## config.mk

```make
export PLATFORM = sky130hd
export DESIGN_NAME = uart_rx_ctrl
export DESIGN_NICKNAME = d
export VERILOG_FILES = /design/src/rtl/uart_rx_pkg.sv /design/src/rtl/uart_rx_edge_bit_cnt.sv /design/src/rtl/uart_rx_ctrl.sv
export SDC_FILE = /design/constraint.sdc
export NUM_CORES = 1
export LEC_CHECK = 0
export CORE_MARGIN = 5
export CORE_UTILIZATION = 45
export DETAILED_ROUTE_END_ITERATION = 10
export HOLD_SLACK_MARGIN = 0.02
export PLACE_DENSITY = 0.79
export SETUP_SLACK_MARGIN = 0.3
export SLEW_MARGIN = 20
export SYNTH_ARGS = -nofsm -noshare
export SYNTH_HDL_FRONTEND = slang
export SYNTH_SLANG_ARGS = --single-unit
```

## constraint.sdc

```tcl
create_clock -name CLK -period 2.6 [get_ports CLK]
set_input_delay 0.26 -clock CLK [delete_from_list [all_inputs] [get_ports CLK]]
set_output_delay 0.26 -clock CLK [all_outputs]
set_load 0.02 [all_outputs]
```

## src/rtl/uart_rx_pkg.sv

```systemverilog
// rtl/uart_rx_pkg.sv - shared types and constants for the UART receive controller
package uart_rx_pkg;

  localparam int RX_DATA_BITS = 8;
  localparam int RX_PS_W      = 6;

  localparam int RX_PS_8  = 8;
  localparam int RX_PS_16 = 16;
  localparam int RX_PS_32 = 32;

  typedef enum logic [2:0] {
    ST_IDLE   = 3'd0,
    ST_START  = 3'd1,
    ST_DATA   = 3'd2,
    ST_PARITY = 3'd3,
    ST_STOP   = 3'd4,
    ST_DONE   = 3'd5
  } rx_state_t;

  // States in which the edge/bit counters advance.
  function automatic logic in_frame(input rx_state_t s);
    return (s == ST_START) || (s == ST_DATA) || (s == ST_PARITY) || (s == ST_STOP);
  endfunction

endpackage

```

## src/rtl/uart_rx_edge_bit_cnt.sv

```systemverilog
// rtl/uart_rx_edge_bit_cnt.sv - oversample edge counter and frame bit counter
module uart_rx_edge_bit_cnt #(
  parameter int PS_W = 6
) (
  input  logic            CLK,
  input  logic            RST,
  input  logic            en,
  input  logic [PS_W-1:0] prescale,
  output logic [PS_W-1:0] edge_cnt,
  output logic [3:0]      bit_cnt,
  output logic            bit_end
);

  assign bit_end = (edge_cnt == (prescale - PS_W'(1)));

  // Dropping en clears both counters so every frame starts at edge 0 / bit 0.
  always_ff @(posedge CLK) begin
    if (RST || !en) begin
      edge_cnt <= '0;
      bit_cnt  <= '0;
    end else if (bit_end) begin
      edge_cnt <= '0;
      bit_cnt  <= bit_cnt + 4'd1;
    end else begin
      edge_cnt <= edge_cnt + PS_W'(1);
    end
  end

endmodule

```

## src/rtl/uart_rx_ctrl.sv

```systemverilog
// rtl/uart_rx_ctrl.sv - UART receive frame sequencer
module uart_rx_ctrl
  import uart_rx_pkg::*;
#(
  parameter int DATA_BITS = RX_DATA_BITS,
  parameter int PS_W      = RX_PS_W
) (
  input  logic            CLK,
  input  logic            RST,
  input  logic            RX_IN,
  input  logic [PS_W-1:0] prescale,
  input  logic            PAR_EN,
  input  logic            strt_glitch,
  input  logic            par_err,
  input  logic            stp_err,
  output logic [PS_W-1:0] edge_cnt,
  output logic [3:0]      bit_cnt,
  output logic            dat_samp_en,
  output logic            deser_en,
  output logic            strt_chk_en,
  output logic            par_chk_en,
  output logic            stp_chk_en,
  output logic            data_valid,
  output logic            frame_err,
  output logic            parity_err
);

  rx_state_t state, next_state;
  logic      bit_end;
  logic      cnt_en;
  logic      par_en_q;
  logic      par_flag;
  logic      start_entry;
  logic      frame_err_d;
  logic      parity_err_d;

  // Counters only run while staying inside a frame; any entry or exit clears them.
  assign cnt_en = in_frame(state) && in_frame(next_state);

  uart_rx_edge_bit_cnt #(.PS_W(PS_W)) u_cnt (
    .CLK      (CLK),
    .RST      (RST),
    .en       (cnt_en),
    .prescale (prescale),
    .edge_cnt (edge_cnt),
    .bit_cnt  (bit_cnt),
    .bit_end  (bit_end)
  );

  always_ff @(posedge CLK) begin
    if (RST) state <= ST_IDLE;
    else     state <= next_state;
  end

  always_comb begin
    next_state = state;
    case (state)
      ST_IDLE:   if (!RX_IN) next_state = ST_START;
      ST_START:  if (bit_end) next_state = strt_glitch ? ST_IDLE : ST_DATA;
      ST_DATA:   if (bit_end && (bit_cnt == 4'(DATA_BITS)))
                   next_state = par_en_q ? ST_PARITY : ST_STOP;
      ST_PARITY: if (bit_end) next_state = ST_STOP;
      ST_STOP:   if (bit_end) next_state = (!stp_err && !par_flag) ? ST_DONE : ST_IDLE;
      ST_DONE:   next_state = RX_IN ? ST_IDLE : ST_START;
      default:   next_state = ST_IDLE;
    endcase
  end

  assign start_entry  = (next_state == ST_START) && (state != ST_START);
  assign frame_err_d  = bit_end && (((state == ST_START) && strt_glitch) ||
                                    ((state == ST_STOP) && stp_err));
  assign parity_err_d = bit_end && (state == ST_PARITY) && par_err;

  // Parity mode and parity failure are frame-scoped; both reset at each new start bit.
  always_ff @(posedge CLK) begin
    if (RST) begin
      par_en_q   <= 1'b0;
      par_flag   <= 1'b0;
      frame_err  <= 1'b0;
      parity_err <= 1'b0;
    end else begin
      if (start_entry) begin
        par_en_q <= PAR_EN;
        par_flag <= 1'b0;
      end else if (parity_err_d) begin
        par_flag <= 1'b1;
      end
      frame_err  <= frame_err_d;
      parity_err <= parity_err_d;
    end
  end

  assign dat_samp_en = (state != ST_IDLE);
  assign deser_en    = (state == ST_DATA);
  assign strt_chk_en = (state == ST_START);
  assign par_chk_en  = (state == ST_PARITY);
  assign stp_chk_en  = (state == ST_STOP);
  assign data_valid  = (state == ST_DONE);

endmodule

```

==> results of run 1 <==
## synthesized netlist by cell type, drive strengths merged (2+ instances only)
cell type and instances:
nor2 24, dfxtp 17, inv 10, nand3 9, a21oi 7, xnor2 7, nand2 6, nor3 5
ha 4, xor2 4, buf 3, clkbuf 3, nand2b 3, o21ai 3, or3 3, a211oi 2
a22oi 2, a31oi 2, and3b 2, nand3b 2, o21ba 2
## through the flow
| step | hold slack, ns | cell area, µm² | total power [µW] | utilization |
|---|---|---|---|---|
| 2_1_floorplan | 0.399 | 1080 | 334 | - |
| 3_3_place_gp | 0.478 | 1400 | 374 | 0.620 |
| 3_5_place_dp | 0.503 | 1400 | 377 | 0.620 |
| 4_1_cts | 0.503 | 1420 | 522 | 0.632 |
| 5_1_grt | 0.527 | 1430 | 542 | 0.634 |
| 6_report | 0.513 | 1430 | 517 | 0.634 |
## power groups by stage
stage               registers (µW)  clock network [µW]  logic [µW]
CTS                            272                 150        99.9
global route                   273                 160         108
finish                         272                 146        99.4
detailed placement             278                   0        99.3
floorplan                      275                   0        58.5
global placement               277                   0        96.9
## layout by cell type (no fill, tap or decap), types with 2 or more instances in the layout
cell type         n
clkbuf_4          3
clkdlybuf4s50_1  29
xor2_1            4
a21oi_1           7
nand3_1           9
nor3_1            5
or3_1             3
a22oi_1           2
o21ai_1           2
o21ba_1           2
nand2b_1          3
ha_1              3
nand3b_1          2
inv_1            10
a31oi_1           2
xnor2_1           7
nand2_1           6
dfxtp_1          17
nor2_1           24
and3b_1           2
buf_4             2
## flip-flops by register name, indices dropped and copies added, names as in the netlist
name / cells
u_cnt.bit_cnt: 4
par_en_q: 1
u_cnt.edge_cnt: 6
par_flag: 1
parity_err: 1
state: 3
frame_err: 1
## routing by layer
metal	vias to the layer above	track usage	wire [µm]
li1	520	-	-
met1	480	0.169	1060
met2	32	0.276	1280
met3	4	0.0329	145
met4	0	0.0744	34
met5	-	0	0
## path summary, 6_finish.rpt
path	endpoint	depth (start not counted)	slack, ns	startpoint
max	state[1]	9	0.38	prescale[0]
min	parity_err	3	0.51	par_err
max reg2reg	u_cnt.bit_cnt[2]	6	0.47	state[2]
min reg2reg	u_cnt.edge_cnt[0]	1	0.52	u_cnt.edge_cnt[0]
## cells by family (layout without fill, tap and decap cells)
group                      after synthesis  after routing  synth area share
adders and majority gates                4              4            0.0464
and+or+nand+nor                         59             59             0.283
xor gates and xnor gates                11             11            0.0893
buffers and inverters                   16             46            0.0638
AOI/OAI and AO/OA                       26             26             0.202
DFF                                     17             17             0.316
## worst max-delay path: cells and delay by family
family | cells | cell delay, ns
buffers and inverters | 2 | 0.55
and+or+nand+nor | 2 | 0.66
adders and majority gates | 1 | 0.21
AOI/OAI and AO/OA | 4 | 0.78
## layout make-up
cell class / count / share of cell area
Clock buffer: 4 / 0.0184
Inverter: 10 / 0.0263
Multi-Input combinational cell: 100 / 0.470
Sequential cell: 17 / 0.238
Tap cell: 28 / 0.0245
Timing Repair Buffer: 32 / 0.222
==> out/qor.txt, run 1 <==
OUTCOME
----------------------------------------------------------------------------------------------------
Outcome                                                                                 finished, final reports clean

LOGIC SYNTHESIS
----------------------------------------------------------------------------------------------------
Top cell type's share of synthesized area                                                      0.316
Synthesized flop and latch total                                                                  17
Post-Synthesis Mean Instance Area                                                           8.11 µm²
Syn Inst Count                                                                                   133
Leading cell types by total area after synthesis                                        dfxtp_1 (32%), nor2_1 (8.4%), xnor2_1 (5.7%)
Number of warnings reported in the yosys synthesis log                                             0
Primary flip-flop cell chosen by synthesis mapping                                           dfxtp_1
Async set or reset register ratio after synthesis                                                  0
Post-synthesis sequential area ratio                                                           0.316
Summed instance area of the synthesized netlist                                          0.00108 mm²
Largest area contributor in the synthesized netlist                                          dfxtp_1
Post-synth net total                                                                             150
Number of enable flip-flop cells after synthesis                                                   0
Number of distinct library cells after synthesis                                                  38

GLOBAL ROUTING
----------------------------------------------------------------------------------------------------
Total congestion overflow after global routing                                                     0
Number of antenna violations at the first check in global routing                                  0
Maximum number of pins on one net before global-route repair                                      14
Tot GR Track Use                                                                               0.154
Via count of the first global-routing pass                                                      1001
Wire length of the first global-routing pass                                                 4200 µm

TIMING
----------------------------------------------------------------------------------------------------
Max-Slew Margin vs Limit                                                                       0.699
Final hold viol count                                                                              0
Setup Skew                                                                                0.00181 ns
Count of final setup violators                                                                     0
Pin slew with the least headroom to its limit                                               0.451 ns
Unrepaired setup endpoints after global routing                                                false
Final WS setup                                                                              0.378 ns
Final worst path period need                                                                 2.22 ns
Setup TNS                                                                                       0 ns
Final Max Slew Viols                                                                               0
Fmax                                                                                         450 MHz
Tcrit/Tclk final                                                                               0.855

FINAL LAYOUT
----------------------------------------------------------------------------------------------------
Share of layout cells above drive strength 1                                                  0.0798
Area growth from synthesis to layout                                                           32.5%
Number of nets in the layout                                                                     181
Ant. Diodes                                                                                        0
Area taken by multi-input logic gates                                                        672 µm²
Filler-free cell count of the finished design                                                    191
Register area                                                                                340 µm²
Fill count                                                                                       210

ROUTING
----------------------------------------------------------------------------------------------------
Initial drt markers                                                                               26
DRC violation count after routing                                                                  0
Remaining antenna violation count after routing                                                    0
Vias after detailed routing                                                                     1036
Via-to-Cell Ratio                                                                               5.42
Final routed wirelength across all metal layers                                              2520 µm
Detailed-route wire length per cell                                                          13.2 µm
Initial DRT Pass Iterations                                                                        4

PLACED DESIGN
----------------------------------------------------------------------------------------------------
Detailed-placement wirelength estimate                                                       1990 µm
Pre-CTS worst setup slack                                                                  0.0321 ns
Gpl congestion                                                                                 0.749
Cell Count Post-Placement                                                                        187
# port buffers                                                                                    30

POWER
----------------------------------------------------------------------------------------------------
Leak Pwr                                                                                 0.000531 µW
Switching part of the total                                                                    0.277
Cell Int Power                                                                                374 µW
Power share of the sequential group                                                            0.526
Proportion of power drawn by the clock network                                                 0.282
Worst IR drop on VDD                                                                          323 µV
Switching pwr                                                                                 143 µW
Combinational share of power                                                                   0.192
Power per cell area                                                                       362 mW/mm²

FLOW RUN
----------------------------------------------------------------------------------------------------
Max-capacitance violation count                                                                    0

CLOCK TREE
----------------------------------------------------------------------------------------------------
Post-CTS Setup Repair Bufs                                                                         0
Root cell of the clock tree                                                                 clkbuf_4
Maximum level of the CTS H-tree                                                                    1
Number of CTS-inserted buffers                                                                     3
CTS Sinks                                                                                         17
Max Buffers Root-to-Sink                                                                           2
Latest clock arrival within the worst-skew pair                                              0.29 ns
Clock-pin slew reported for the worst setup and hold paths after clock tree synthesis        0.10 ns
Number of hold-repair buffers added at the cts stage                                               0
TritonCTS clock tree                                                                           built
Post-CTS Resized                                                                                   0

FLOORPLAN
----------------------------------------------------------------------------------------------------
DIE AREA                                                                                 0.00348 mm²
Effective utilization at floorplan                                                             0.478
Area of the core                                                                         0.00225 mm²
Die width                                                                                    59.0 µm
Ports placed on the boundary                                                                      31
Height of the chip                                                                           59.0 µm
Floorplan row count                                                                               17

WORST SETUP PATH
----------------------------------------------------------------------------------------------------
Worst path max stage delay                                                                   0.49 ns
Maximum fanout along the worst path                                                                6
List of cells traversed by the critical path                                            clkdlybuf4s50_1 > inv_1 > ha_2 > o21ba_1 > a221oi_2 > a41oi_2 > or2_4 > or3_1 > a211oi_2
Setup crit end kind                                                                         register
Crit Path Class                                                                            in -> reg
Startpoint kind of the worst setup timing path                                             input pin
Critical Path Slowest Stage Cell                                                        clkdlybuf4s50_1
Arrival time worst endpoint                                                                  2.44 ns
Required time of the critical path                                                           2.82 ns

WORST HOLD PATH
----------------------------------------------------------------------------------------------------
Class of the worst hold path                                                               in -> reg

No activity file was read; power rests on OpenSTA's default activity.
==> inputs of run 2 (changes only) <==
CORE_MARGIN = not set   (was 5)
==> out/qor.txt, run 2 (synthesis results as in run 1) <==
POWER
----------------------------------------------------------------------------------------------------
Final Total Pwr                                                                               518 µW   was 517 µW
Leak Pwr                                                                                 0.000522 µW   was 0.000531 µW
Worst IR drop on VDD                                                                          277 µV   was 323 µV
Power per cell area                                                                       362 mW/mm²   about the same

CLOCK TREE
----------------------------------------------------------------------------------------------------
Latest clock arrival within the worst-skew pair                                              0.29 ns   about the same
Root cell of the clock tree                                                                 clkbuf_4   unchanged
Number of CTS-inserted buffers                                                                     3   unchanged
Max Buffers Root-to-Sink                                                                           2   unchanged
Post-CTS Resized                                                                                   0   unchanged
Post-CTS Setup Repair Bufs                                                                         0   unchanged
TritonCTS clock tree                                                                           built   unchanged
Maximum level of the CTS H-tree                                                                    1   unchanged
Clock-pin slew reported for the worst setup and hold paths after clock tree synthesis        0.10 ns   about the same
Number of hold-repair buffers added at the cts stage                                               0   unchanged
CTS Sinks                                                                                         17   unchanged

TIMING
----------------------------------------------------------------------------------------------------
Setup Skew                                                                                0.00505 ns   was 0.00181 ns
Final hold viol count                                                                              0   unchanged
Pin slew with the least headroom to its limit                                               0.451 ns   about the same
Tcrit/Tclk final                                                                               0.856   was 0.855
Count of final setup violators                                                                     0   unchanged
Fmax                                                                                         450 MHz   about the same
Unrepaired setup endpoints after global routing                                                 true   was false
Final worst path period need                                                                 2.22 ns   about the same
Final Max Slew Viols                                                                               0   unchanged
Setup TNS                                                                                       0 ns   unchanged
Max-Slew Margin vs Limit                                                                       0.700   was 0.699

ROUTING
----------------------------------------------------------------------------------------------------
Initial DRT Pass Iterations                                                                        4   unchanged
Via-to-Cell Ratio                                                                               5.42   unchanged
Initial drt markers                                                                               14   was 26
Detailed-route wire length per cell                                                          12.6 µm   was 13.2 µm
Remaining antenna violation count after routing                                                    0   unchanged
Vias after detailed routing                                                                     1036   unchanged
Final routed wirelength across all metal layers                                              2400 µm   was 2520 µm
DRC violation count after routing                                                                  0   unchanged

PLACED DESIGN
----------------------------------------------------------------------------------------------------
Detailed-placement wirelength estimate                                                       1870 µm   was 1990 µm
Placed Area                                                                              0.00140 mm²   unchanged
Gpl congestion                                                                                 0.870   was 0.749
# port buffers                                                                                    30   unchanged
Cell Count Post-Placement                                                                        187   unchanged

FLOORPLAN
----------------------------------------------------------------------------------------------------
Area of the core                                                                         0.00223 mm²   was 0.00225 mm²
DIE AREA                                                                                 0.00260 mm²   was 0.00348 mm²
Height of the chip                                                                           51.0 µm   was 59.0 µm
Floorplan row count                                                                               17   unchanged
Effective utilization at floorplan                                                             0.483   was 0.478
Die width                                                                                    51.0 µm   was 59.0 µm
Ports placed on the boundary                                                                      31   unchanged

GLOBAL ROUTING
----------------------------------------------------------------------------------------------------
Maximum number of pins on one net before global-route repair                                      14   unchanged
Number of antenna violations at the first check in global routing                                  0   unchanged
Wire length of the first global-routing pass                                                 4080 µm   was 4200 µm
Via count of the first global-routing pass                                                       974   was 1001
Tot GR Track Use                                                                               0.209   was 0.154
Total congestion overflow after global routing                                                     0   unchanged

FINAL LAYOUT
----------------------------------------------------------------------------------------------------
Commonest cells after routing, fill and taps aside                                      clkdlybuf4s50_1 (30), nor2_1 (24), dfxtp_1 (15)   was clkdlybuf4s50_1 (29), nor2_1 (24), dfxtp_1 (17)
Post-route cell area                                                                     0.00143 mm²   unchanged
Number of nets in the layout                                                                     181   unchanged
Largest registers                                                                       u_cnt.edge_cnt (6), u_cnt.bit_cnt (4), state (3)   unchanged
Register area                                                                                343 µm²   was 340 µm²
Most frequent standard cell in the layout excluding fill and tap cells                  clkdlybuf4s50_1   unchanged
Fill count                                                                                       210   unchanged
Filler-free cell count of the finished design                                                    191   unchanged
Area taken by multi-input logic gates                                                        672 µm²   unchanged
Number of flip-flops in the largest register                                                       6   unchanged
Register bank with the most flops                                                       u_cnt.edge_cnt   unchanged
Area growth from synthesis to layout                                                           32.5%   unchanged
Share of layout cells above drive strength 1                                                  0.0920   was 0.0798
Ant. Diodes                                                                                        0   unchanged

WORST SETUP PATH
----------------------------------------------------------------------------------------------------
Crit Path Class                                                                            in -> reg   unchanged
List of cells traversed by the critical path                                            clkdlybuf4s50_1 > inv_1 > ha_2 > o21ba_1 > a221oi_2 > a41oi_2 > or2_4 > or3_1 > a211oi_2   unchanged
Worst reg2reg path depth                                                                           6   unchanged
Worst path max stage delay                                                                   0.52 ns   was 0.49 ns
Cell family with the largest share of critical-path delay                               compound AO/OA/AOI/OAI gates   unchanged
Reg2reg setup slack                                                                          0.58 ns   was 0.47 ns
Critical path buffers and inverters                                                                2   unchanged
Source of the worst register-to-register timing path                                        state[2]   unchanged
Maximum fanout along the worst path                                                                6   unchanged
Endpoint of the lowest-slack register-to-register path                                  u_cnt.bit_cnt[2]   unchanged
Startpoint kind of the worst setup timing path                                             input pin   unchanged
Setup crit end kind                                                                         register   unchanged
Critical Path Slowest Stage Cell                                                        clkdlybuf4s50_1   unchanged
Arrival time worst endpoint                                                                  2.44 ns   about the same
Start point of the critical path                                                         prescale[1]   was prescale[0]
Required time of the critical path                                                           2.81 ns   was 2.82 ns

FLOW RUN
----------------------------------------------------------------------------------------------------
Max-capacitance violation count                                                                    0   unchanged

WORST HOLD PATH
----------------------------------------------------------------------------------------------------
Number of instances on the worst hold path                                                         1   was 3
End point of the worst hold path                                                        u_cnt.edge_cnt[0]   was parity_err
Startpoint of the tightest hold check path                                              u_cnt.edge_cnt[0]   was par_err
Class of the worst hold path                                                              reg -> reg   was in -> reg

OUTCOME
----------------------------------------------------------------------------------------------------
Outcome                                                                                 finished, final reports clean   unchanged

[run 2: cell count changes in the layout (fill, tap and decap cells not counted)]
cell	before	now
dlymetal6s2s_1	1	0
clkdlybuf4s50_1	29	30
dfxtp_2	0	2
dfxtp_1	17	15
[run 2: power by group]
group / switching [µW] / leakage, µW / internal (µW) / total [µW]
logic: 50.8 / 0.000369 / 49.7 / 100
clock network: 86.2 / 0.0000150 / 59.6 / 146
registers: 7.00 / 0.000138 / 265 / 272
[run 2: how the worst max path moves through the flow]
stage	to	slack (ns)	depth (start not counted)
6_report	state[1]	0.38	9
4_1_cts	state[1]	0.32	9
5_1_grt	state[1]	0.25	9
3_3_place_gp	state[1]	0.11	9
2_1_floorplan	state[1]	0.69	8
3_5_place_dp	state[1]	0.03	9
[run 2: metrics by stage]
stage / hold WS, ns / setup WS [ns] / utilization
final: 0.501 / 0.376 / 0.640
after global routing: 0.540 / 0.253 / 0.640
after CTS: 0.511 / 0.316 / 0.638
after detailed placement: 0.488 / 0.0343 / 0.626
after global placement: 0.469 / 0.115 / 0.626
after floorplan: 0.399 / 0.693 / -
[run 2: layout make-up]
cell class                 count  area share
clock buffer                   4      0.0184
inverter                      10      0.0263
multi-input combinational    100       0.470
sequential                    17       0.240
tap                           28      0.0245
timing repair buffer          32       0.221
[run 2: layer usage]
| metal | up-vias | part of all wire | wire (µm) | track usage |
|---|---|---|---|---|
| met4 | 0 | 0.012 | 30 | 0.102 |
| met1 | 479 | 0.44 | 1050 | 0.239 |
| met5 | - | 0 | 0 | 0 |
| met2 | 33 | 0.51 | 1230 | 0.371 |
| li1 | 520 | - | - | - |
| met3 | 4 | 0.039 | 93 | 0.0357 |
